### src/rtl/mem_access_unit.sv
// Load/store sequencing stage: checks a request, strobes data memory for one
// cycle, then returns a registered writeback or exception response.
module mem_access_unit #(
    parameter int unsigned MEM_BYTES = 128
) (
    input  logic        clk,
    input  logic        rst,
    input  logic        req_valid,
    output logic        req_ready,
    input  logic        req_is_load,
    input  logic        req_is_store,
    input  logic [2:0]  req_funct3,
    input  logic [31:0] req_base,
    input  logic [31:0] req_offset,
    input  logic [31:0] req_wdata,
    input  logic [4:0]  req_rd,
    output logic        dm_mem_read,
    output logic        dm_mem_write,
    output logic [2:0]  dm_funct3,
    output logic [31:0] dm_addr,
    output logic [31:0] dm_write_data,
    input  logic [31:0] dm_read_data,
    output logic        rsp_valid,
    output logic        rsp_we,
    output logic [4:0]  rsp_rd,
    output logic [31:0] rsp_data,
    output logic        exc_valid,
    output logic [1:0]  exc_cause,
    output logic [31:0] exc_addr
);

    typedef enum logic [1:0] {
        IDLE,
        ACCESS,
        RESP
    } state_e;

    state_e      state_q;
    logic        is_load_q;
    logic        is_store_q;
    logic [2:0]  funct3_q;
    logic [31:0] addr_q;
    logic [31:0] wdata_q;
    logic [4:0]  rd_q;
    logic        exc_q;
    logic [1:0]  cause_q;

    logic        rsp_valid_q;
    logic        rsp_we_q;
    logic [4:0]  rsp_rd_q;
    logic [31:0] rsp_data_q;
    logic        exc_valid_q;
    logic [1:0]  exc_cause_q;
    logic [31:0] exc_addr_q;

    logic [31:0] addr_d;
    logic [2:0]  size_d;
    logic        illegal_d;
    logic        misal_d;
    logic        fault_d;
    logic        exc_d;
    logic [1:0]  cause_d;
    logic        accept;
    logic        in_access;
    logic        good_load;

    assign addr_d = req_base + req_offset;

    always_comb begin
        size_d = 3'd4;
        unique case (req_funct3[1:0])
            2'b00:   size_d = 3'd1;
            2'b01:   size_d = 3'd2;
            default: size_d = 3'd4;
        endcase
    end

    assign illegal_d = (req_is_load & req_is_store)
                     | (req_is_load & ((req_funct3 == 3'b011)
                                     | (req_funct3 == 3'b110)
                                     | (req_funct3 == 3'b111)))
                     | (req_is_store & (req_funct3 >= 3'b011));

    assign misal_d = ((req_funct3[1:0] == 2'b01) & addr_d[0])
                   | ((req_funct3[1:0] == 2'b10) & (addr_d[1:0] != 2'b00));

    // 33-bit sum so an address that wraps past 2^32 still faults
    assign fault_d = (({1'b0, addr_d} + {30'b0, size_d}) > 33'(MEM_BYTES));

    assign exc_d = (req_is_load | req_is_store)
                 & (illegal_d | misal_d | fault_d);

    always_comb begin
        cause_d = 2'd3;
        if (illegal_d) begin
            cause_d = 2'd2;
        end else if (misal_d) begin
            cause_d = req_is_store ? 2'd1 : 2'd0;
        end
    end

    assign req_ready = !rst && (state_q != ACCESS);
    assign accept    = req_valid & req_ready;
    assign in_access = (state_q == ACCESS);
    assign good_load = is_load_q & !exc_q;

    assign dm_mem_read   = in_access & is_load_q & !exc_q & !rst;
    assign dm_mem_write  = in_access & is_store_q & !exc_q & !rst;
    assign dm_funct3     = funct3_q;
    assign dm_addr       = addr_q;
    assign dm_write_data = wdata_q;

    assign rsp_valid = rsp_valid_q;
    assign rsp_we    = rsp_we_q;
    assign rsp_rd    = rsp_rd_q;
    assign rsp_data  = rsp_data_q;
    assign exc_valid = exc_valid_q;
    assign exc_cause = exc_cause_q;
    assign exc_addr  = exc_addr_q;

    always_ff @(posedge clk) begin
        if (rst) begin
            state_q     <= IDLE;
            is_load_q   <= 1'b0;
            is_store_q  <= 1'b0;
            funct3_q    <= 3'd0;
            addr_q      <= 32'd0;
            wdata_q     <= 32'd0;
            rd_q        <= 5'd0;
            exc_q       <= 1'b0;
            cause_q     <= 2'd0;
            rsp_valid_q <= 1'b0;
            rsp_we_q    <= 1'b0;
            rsp_rd_q    <= 5'd0;
            rsp_data_q  <= 32'd0;
            exc_valid_q <= 1'b0;
            exc_cause_q <= 2'd0;
            exc_addr_q  <= 32'd0;
        end else begin
            rsp_valid_q <= 1'b0;
            rsp_we_q    <= 1'b0;
            exc_valid_q <= 1'b0;
            if (accept) begin
                is_load_q  <= req_is_load;
                is_store_q <= req_is_store;
                funct3_q   <= req_funct3;
                addr_q     <= addr_d;
                wdata_q    <= req_wdata;
                rd_q       <= req_rd;
                exc_q      <= exc_d;
                cause_q    <= cause_d;
            end
            unique case (state_q)
                IDLE: begin
                    if (accept) state_q <= ACCESS;
                end
                ACCESS: begin
                    state_q     <= RESP;
                    rsp_valid_q <= 1'b1;
                    rsp_we_q    <= good_load & (rd_q != 5'd0);
                    rsp_rd_q    <= rd_q;
                    rsp_data_q  <= good_load ? dm_read_data : 32'd0;
                    exc_valid_q <= exc_q;
                    exc_cause_q <= exc_q ? cause_q : 2'd0;
                    exc_addr_q  <= exc_q ? addr_q : 32'd0;
                end
                RESP: begin
                    state_q <= accept ? ACCESS : IDLE;
                end
                default: state_q <= IDLE;
            endcase
        end
    end

endmodule

### config.mk
export PLATFORM = sky130hd
export DESIGN_NAME = mem_access_unit
export DESIGN_NICKNAME = d
export VERILOG_FILES = /design/src/rtl/mem_access_unit.sv
export SDC_FILE = /design/constraint.sdc
export NUM_CORES = 1
export LEC_CHECK = 0
export CORE_MARGIN = 2
export CORE_UTILIZATION = 25
export CTS_BUF_LIST = sky130_fd_sc_hd__clkbuf_4
export CTS_CLUSTER_SIZE = 24
export DETAILED_ROUTE_END_ITERATION = 16
export GPL_TIMING_DRIVEN = 0
export PLACE_DENSITY = 0.49
export SKIP_CTS_REPAIR_TIMING = 1
export SYNTH_ARGS = -nofsm -noshare
export SYNTH_HDL_FRONTEND = slang
export SYNTH_SLANG_ARGS = --single-unit
### constraint.sdc
create_clock -name clk -period 4.8 [get_ports clk]
set_clock_uncertainty 0.05 [all_clocks]
set_input_delay 0.72 -clock clk [delete_from_list [all_inputs] [get_ports clk]]
set_output_delay 0.72 -clock clk [all_outputs]
set_load 0.02 [all_outputs]
==> results of run 1 <==
worst min-delay path, cell delays in order (launching register included):
cell	delay, ps
dfxtp_1	330
nand2_1	50
a21oi_1	50
cells by family after synthesis:
kind of cell    count (synthesis)
xor+xnor                       27
mux                             4
flops                         153
compound gates                241
buf+inv                        69
simple gates                  352
fa+ha+maj                      36
where the power goes:
group,internal (mW),switching (mW)
Sequential,1.34,0.0491
Combinational,0.402,0.505
Clock,0.422,0.476
how the worst max path moves through the flow:
stage | from | end | cells after the start
floorplan | req_base[0] | exc_q$_SDFFE_PP0P_ | 14
global placement | req_base[0] | exc_q$_SDFFE_PP0P_ | 14
detailed placement | req_base[0] | exc_q$_SDFFE_PP0P_ | 14
CTS | rst | dm_mem_read | 8
global route | req_base[0] | exc_q$_SDFFE_PP0P_ | 14
finish | req_base[0] | exc_q$_SDFFE_PP0P_ | 14
layer usage:
metal	track usage [%]	vias up	part of all wire [%]
met3	3.71	13	6.2
li1	-	3818	-
met1	20.7	3438	44
met2	30.0	211	49
met4	3.25	0	0.99
met5	0	-	0
sequential cells by signal (all words and copies together), names as in the netlist, 2 cells and up:
register and flops:
dm_addr 32, dm_write_data 32, exc_addr 32, rsp_data 32, rd_q 5, rsp_rd 5, dm_funct3 3, cause_q 2
exc_cause 2, state_q 2
cells in the mapped netlist, drive strengths merged, types with 4 or more instances:
| cell | number | share of area (%) |
|---|---|---|
| or3 | 9 | 0.76 |
| o311ai | 5 | 0.57 |
| a211oi | 7 | 0.82 |
| and4 | 4 | 0.46 |
| a21oi | 50 | 3.6 |
| nand4 | 13 | 1.2 |
| xor2 | 13 | 1.6 |
| inv | 12 | 0.59 |
| a21o | 15 | 1.5 |
| and2 | 6 | 0.53 |
| ha | 34 | 5.6 |
| a21boi | 5 | 0.64 |
| dfxtp | 153 | 40 |
| a22o | 71 | 8.2 |
| clkbuf | 46 | 2.5 |
| nor3b | 4 | 0.39 |
| nand2 | 151 | 7.5 |
| o21ai | 54 | 3.7 |
| and3 | 6 | 0.49 |
| nand3 | 79 | 5.2 |
| or4 | 4 | 0.44 |
| o21a | 6 | 0.59 |
| nor2 | 35 | 1.8 |
| xnor2 | 14 | 1.7 |
| buf | 11 | 1.2 |
| nor3 | 17 | 1.2 |
cell type report:
| class | count | area share (%) |
|---|---|---|
| multi-input combinational | 660 | 37.6 |
| buffer | 57 | 2.57 |
| timing repair buffer | 282 | 25.1 |
| inverter | 12 | 0.400 |
| clock buffer | 19 | 1.27 |
| clock inverter | 13 | 1.57 |
| sequential | 153 | 27.2 |
| tap | 390 | 4.33 |
| antenna | 1 | 0.0222 |
metrics by stage:
step           std cells  hold slack, ps  area, um^2  worst slack, ps  power, mW
2_1_floorplan        882             373        7620              935       1.92
3_3_place_gp        1554             388       10900             -258       2.32
4_1_cts             1586             412       11300              125       3.24
3_5_place_dp        1554             394       10900             -327       2.33
5_1_grt             1587             428       11300              198       3.37
6_report            1587             411       11300              418       3.19
==> run metrics, run 1 <==
dominant synthesized flop cell=dfxtp_1; CTS buffer count=17; Die Ht=179 um; hpwl dp=22.1 mm; FFs w/ async S/R, synth=0%; xor/xnor cell area share of the yosys netlist=3.30%; Fill cells=3057; Leak=4.42 nW; Final Core Density=37.8%; FP Rows=63; delay-heaviest family, CP=simple AND/OR/NAND/NOR gates; reg2reg start=state_q[0]$_SDFFE_PP0P_; Post-Synth Simple-Gate Area=22.6%; Die W=179 um; wire per inst=17.3 um; crit-path max FO=6; cell mode on critical path=ha_1; Post-Synthesis Cells=882; Critical R2R Capture=dm_addr[24]$_SDFFE_PP0P_; Die ar.=31900 um^2; CTS root buf=clkbuf_4; Final Max Tran Viols=0; Initial Utilization=25.6%; kind of critical path=in2reg; largest net degree at the start of global routing=17; synthesized area=7620 um^2; CP required=5230 ps; FF+latch area=3060 um^2; post-synthesis sequential area ratio=40.2%; Final min period=4380 ps; via count=7480; Hold EP=is_store_q$_SDFFE_PP0P_; HP Class=reg2reg; drt pass-1 iters=4; Yosys reg bits=153; Syn-to-layout area delta=47.7%; antenna-violating nets left=0; worst stage delay on the critical path=460 ps; status=finished clean; TNS Setup=0 ps; peak supply drop=0.139 mV; CTS tree=done; RSZ-0062 raised after global routing=no; Sink Count=153; compound-cell area share of the yosys netlist=22.8%; Avg Vias per Cell=4.71; Final GP Congestion=0.784; nets@finish=1360; first-pass GRT wire length=41.3 mm; most frequent cells in the layout=clkdlybuf4s50_1 (282), dfxtp_1 (153), nand2_1 (150); DRC Markers=0; Synth Warn #=0; Synth Area in Adders=6.11%; gr usage total=16.8%; DRT Wirelength=27.5 mm; main combinational cell family by area after synthesis=compound AO/OA/AOI/OAI gates; maxcap violations=0; reg-to-reg slack, setup=2370 ps; worst r2r path cells=7; final-report hold violation count=0; Net Count, Synth=1059; initial antenna violation count=1; io pins=285; worst path arrival time=4810 ps; Longest Clk Path Bufs=2; crit-path cells=clkdlybuf4s50_1 > ha_1 > inv_1 > fa_1 > xnor2_1 > ha_1 > a21oi_1 > or3_1 > nor3_2 > nand4_1 > or2_2 > nor4b_1 > mux2_2 > a31oi_1; Clock H-tree levels=4; multi-input logic area=4230 um^2; Final setup viols=0; commonest non-fill, non-tap cell in the layout=clkdlybuf4s50_1; initial DRC count=305; clock slew at reported path FFs=130 ps; Hold Startpoint=is_store_q$_SDFFE_PP0P_; library cells used by synthesis=85; Syn Area/Cell=8.64 um^2; Slew @ Worst Pin=796 ps; fin crit share=91.3%; vias in the first global route=7230; PD cells=283 nW/um^2; total grt overflow=0; Crit-path slowest cell=clkdlybuf4s50_1; CP Launch Type=input pin; Rel. slew slack=46.4%; hold path depth=2; maximum clock frequency=0.228 GHz; Post-synth EDFFs=0; share of cells above drive strength 1=6.61%; CP bufs+invs=2; Port-buffer cells=282; worst skew pair latency=550 ps; endpoint type of the worst setup path=flip-flop; Core ar.=29800 um^2; multiplexer share of the synthesized area=0.558%
Power figures use the tool's default switching activity.
==> inputs of run 2 (changes only) <==
- CORE_UTILIZATION: 25 -> 40
- PLACE_DENSITY: 0.49 -> 0.73
==> run 2 against run 1 <==
Final cell count fell by 9.8%. Sequential power about the same. Register-to-register slack improved by 110 ps. Sequential cell count unchanged.
==> run metrics, run 2 (synthesized netlist as in run 1, its figures left out) <==
largest net degree at the start of global routing=17; wire per inst=16.7 um; Port-buffer cells=282; maxcap violations=0; first-pass GRT wire length=37.8 mm; io pins=285; initial DRC count=381; final hold slack=407 ps; DRT Wirelength=23.9 mm; CP bufs+invs=2; Sw Share=33.2%; CP required=5240 ps; crit-path cells=clkdlybuf4s50_1 > ha_1 > inv_1 > fa_1 > xnor2_1 > ha_1 > a21oi_1 > or3_1 > nor3_1 > nand4_1 > or2_2 > nor4b_1 > mux2_2 > a31oi_1; PD cells=266 nW/um^2; RSZ-0062 raised after global routing=no; Crit-path slowest cell=nor3_1; total grt overflow=0; Die Ht=142 um; clock share of power=22.0%; CTS root buf=clkbuf_4; maximum clock frequency=0.224 GHz; worst path arrival time=4910 ps; met3 usage=6.09%; drt pass-1 iters=4; final-report hold violation count=0; Avg Vias per Cell=5.35; endpoint type of the worst setup path=flip-flop; fin crit share=93.2%; Final GP Congestion=0.854; Die ar.=20200 um^2; delay-heaviest family, CP=simple AND/OR/NAND/NOR gates; Final Max Tran Viols=0; CTS tree=done; clock slew at reported path FFs=120 ps; Longest Clk Path Bufs=2; DRC Markers=0; via count=7649; Leak=4.36 nW; GR Layer Usage met1=28.2%; gr usage total=23.7%; Rel. slew slack=50.0%; crit-path max FO=6; cell mode on critical path=ha_1; multi-input logic area=4230 um^2; Psw=967 uW; combinational share of power=30.5%; FP Rows=50; HP Class=reg2reg; peak supply drop=0.107 mV; Int Pwr=1.95 mW; Initial Utilization=40.8%; Final Core Density=58.6%; kind of critical path=in2reg; Sink Count=153; Most Crowded Layer GR=met2; Slew @ Worst Pin=742 ps; antenna-violating nets left=0; CTS buffer count=17; Core ar.=18700 um^2; worst stage delay on the critical path=480 ps; most frequent cells in the layout=clkdlybuf4s50_1 (282), dfxtp_1 (153), nand2_1 (150); status=finished clean; vias in the first global route=7126; Die W=142 um; met2 usage=41.6%; commonest non-fill, non-tap cell in the layout=clkdlybuf4s50_1; Syn-to-layout area delta=43.7%; worst skew pair latency=570 ps; Final min period=4470 ps; share of cells above drive strength 1=6.19%; initial antenna violation count=2; Fill cells=1739; Final setup viols=0; Clock H-tree levels=4; Reg power frac=47.4%; nets@finish=1360; FF+latch area=3060 um^2; hpwl dp=19.2 mm; CP Launch Type=input pin
==> run 2: final cells by class <==
class	count	share of cell area, %
clock inverters	11	0.537
clock buffers	20	1.37
flip-flops and latches	153	28.0
plain buffers	57	2.63
multi-input cells	660	38.6
well taps	234	2.67
diodes	2	0.0457
repair buffers	282	25.8
inverters	12	0.411
==> run 2: routing by layer <==
layer	up-vias	share of wire [%]
li1	3829	-
met1	3543	41
met2	242	49
met3	35	7.2
met4	0	2.1
met5	-	0
==> run 2: metrics by stage <==
| step | TNS (ps) | worst slack [ps] | power, mW | cell area [um^2] | instances |
|---|---|---|---|---|---|
| 4_1_cts | 0 | 396 | 2.94 | 10900 | 1429 |
| 3_5_place_dp | -204 | -204 | 2.30 | 10700 | 1398 |
| 2_1_floorplan | 0 | 935 | 1.92 | 7620 | 882 |
| 5_1_grt | 0 | 195 | 3.09 | 11000 | 1431 |
| 6_report | 0 | 326 | 2.91 | 11000 | 1431 |
| 3_3_place_gp | -111 | -111 | 2.29 | 10700 | 1398 |
==> run 2: worst min-delay path, stage by stage, from the launching register on <==
cell     delay, ps
dfxtp_1        320
nand3_1         60
nand2_1         50
==> run 2: path summary, 6_finish.rpt <==
kind	slack, ps	depth (start not counted)	from	endpoint
min reg2reg	410	2	dm_write_data[27]$_SDFFE_PP0P_	dm_write_data[27]$_SDFFE_PP0P_
max reg2reg	2480	8	state_q[1]$_SDFFE_PP0P_	dm_addr[12]$_SDFFE_PP0P_
min	410	2	dm_write_data[27]$_SDFFE_PP0P_	dm_write_data[27]$_SDFFE_PP0P_
max	330	14	req_offset[0]	exc_q$_SDFFE_PP0P_
==> run 2: power groups by stage <==
stage	logic [mW]	clock network, mW	registers [mW]
after CTS	0.893	0.661	1.38
final	0.889	0.641	1.38
after floorplan	0.443	0	1.47
after global placement	0.879	0	1.41
after global routing	0.978	0.721	1.39
after detailed placement	0.888	0	1.41
==> inputs of run 3 (changes only) <==
- CTS_CLUSTER_DIAMETER: default -> 200
- HOLD_SLACK_MARGIN: default -> 0.05
- PLACE_DENSITY: 0.73 -> 0.83
==> run 3 against run 2 <==
Via count rose by 1.9%. Wire length rose by 3.0%. Register-to-register slack barely moved. Critical path type unchanged. Fmax fell by 1.4%. Cell area rose by 0.69%. Sequential power barely moved. Highest routed layer unchanged. First-iteration DRC count rose by 0.79%. Total power rose by 6.2%.
==> run metrics, run 3 (synthesized netlist as in run 1, its figures left out) <==
status=finished clean; Sink Count=153; Int Pwr=2.10 mW; hold path depth=2; first-pass GRT wire length=37.7 mm; Fill cells=1659; endpoint type of the worst setup path=flip-flop; DRC Markers=0; largest net degree at the start of global routing=17; CP required=5200 ps; Critical R2R Capture=dm_addr[27]$_SDFFE_PP0P_; Longest Clk Path Bufs=2; CTS buffer count=17; Final min period=4540 ps; maximum clock frequency=0.220 GHz; Final GP Congestion=0.840; Port-buffer cells=282; antenna-violating nets left=0; Hold Startpoint=dm_funct3[2]$_SDFFE_PP0P_; CTS root buf=clkbuf_4; nets@finish=1360; kind of critical path=in2reg; delay-heaviest family, CP=simple AND/OR/NAND/NOR gates; multi-input logic area=4230 um^2; Die W=142 um; gr usage total=23.5%; Leak=4.39 nW; Syn-to-layout area delta=44.7%; vias in the first global route=7209; combinational share of power=28.8%; commonest non-fill, non-tap cell in the layout=clkdlybuf4s50_1; Final Max Tran Viols=0; Die ar.=20200 um^2; Final setup viols=0; CTS tree=done; io pins=285; reg-to-reg slack, setup=2470 ps; final-report hold violation count=0; DRT Wirelength=24.6 mm; Core ar.=18700 um^2; clock share of power=26.4%; RSZ-0062 raised after global routing=no; FP Rows=50; CP Launch Type=input pin; hpwl dp=19.8 mm; Initial Utilization=40.8%; share of cells above drive strength 1=6.28%; total power draw=3.09 mW; Sw Share=32.1%; worst skew pair latency=520 ps; worst r2r path cells=7; worst path arrival time=4930 ps; CP bufs+invs=2; Reg power frac=44.8%; total grt overflow=0; Hold EP=dm_funct3[2]$_SDFFE_PP0P_; via count=7794; crit-path cells=clkdlybuf4s50_1 > ha_1 > inv_1 > fa_1 > xnor2_1 > ha_1 > a21oi_1 > or3_1 > nor3_1 > nand4_1 > or2_2 > nor4b_1 > mux2_2 > a31oi_1; worst stage delay on the critical path=470 ps; Avg Vias per Cell=5.45; peak supply drop=0.114 mV; DP Area=10700 um^2; initial DRC count=384; reg2reg start=state_q[0]$_SDFFE_PP0P_; Crit-path slowest cell=clkdlybuf4s50_1; PD cells=280 nW/um^2; Slew @ Worst Pin=716 ps; fin crit share=94.5%; HP Class=reg2reg; Psw=994 uW; cell mode on critical path=ha_1; FF+latch area=3060 um^2; crit-path max FO=6; most frequent cells in the layout=clkdlybuf4s50_1 (282), dfxtp_1 (153), nand2_1 (150); Clock H-tree levels=4; Die Ht=142 um; post-layout instance area=11000 um^2; Rel. slew slack=51.5%; clock slew at reported path FFs=120 ps; drt pass-1 iters=5; wire per inst=17.2 um; maxcap violations=0; initial antenna violation count=1
==> run 3: changes by cell type in the layout (fill, tap and decap cells not counted), sizes merged <==
cell | before | now
clkbuf | 66 | 64
clkinv | 9 | 5
diode | 2 | 1
bufinv | 0 | 3
clkinvlp | 2 | 3
inv | 12 | 14
==> run 3: how the worst max path moves through the flow <==
stage	startpoint	endpoint	slack, ps	depth (start not counted)
after floorplan	req_base[0]	exc_q$_SDFFE_PP0P_	940	14
after global placement	req_base[0]	exc_q$_SDFFE_PP0P_	-90	14
after detailed placement	req_base[0]	exc_q$_SDFFE_PP0P_	-190	14
after CTS	req_base[0]	exc_q$_SDFFE_PP0P_	380	14
after global routing	req_base[0]	exc_q$_SDFFE_PP0P_	80	14
final	req_base[0]	exc_q$_SDFFE_PP0P_	260	14
==> run 3: final cells by class <==
cell class,instances,area share (%)
multi-input cells,660,38.3
flip-flops and latches,153,27.8
repair buffers,282,25.6
well taps,234,2.65
plain buffers,57,2.61
clock inverters,13,1.37
clock buffers,18,1.23
inverters,12,0.408
diodes,1,0.0227
==> run 3: per-stage QoR <==
| step | worst slack [ps] | utilization, % | TNS, ps | hold slack (ps) | std cells |
|---|---|---|---|---|---|
| 2_1_floorplan | 935 | - | 0 | 373 | 882 |
| 3_3_place_gp | -86.9 | 57.4 | -86.9 | 390 | 1398 |
| 3_5_place_dp | -190 | 57.4 | -190 | 394 | 1398 |
| 4_1_cts | 377 | 58.9 | 0 | 413 | 1429 |
| 5_1_grt | 78.4 | 59.0 | 0 | 425 | 1430 |
| 6_report | 264 | 59.0 | 0 | 409 | 1430 |
==> run 3: power by group through the flow <==
stage	clock network, mW	logic (mW)	registers (mW)
floorplan	0	0.443	1.47
global placement	0	0.869	1.41
detailed placement	0	0.885	1.42
CTS	0.832	0.889	1.39
global route	0.884	0.966	1.39
finish	0.815	0.891	1.39
==> run 3: metal layers <==
layer / global-route usage [%] / share of wire [%] / vias to the layer above
met5: 0 / 0 / -
met4: 10.1 / 3.7 / 0
met3: 5.59 / 7.4 / 54
met2: 41.9 / 50 / 292
met1: 26.8 / 39 / 3626
li1: - / - / 3822
==> run 3: worst min-delay path: cells and delay by family (launching register included) <==
kind | cells | cell delay, ps
simple gates | 2 | 100
flops | 1 | 330
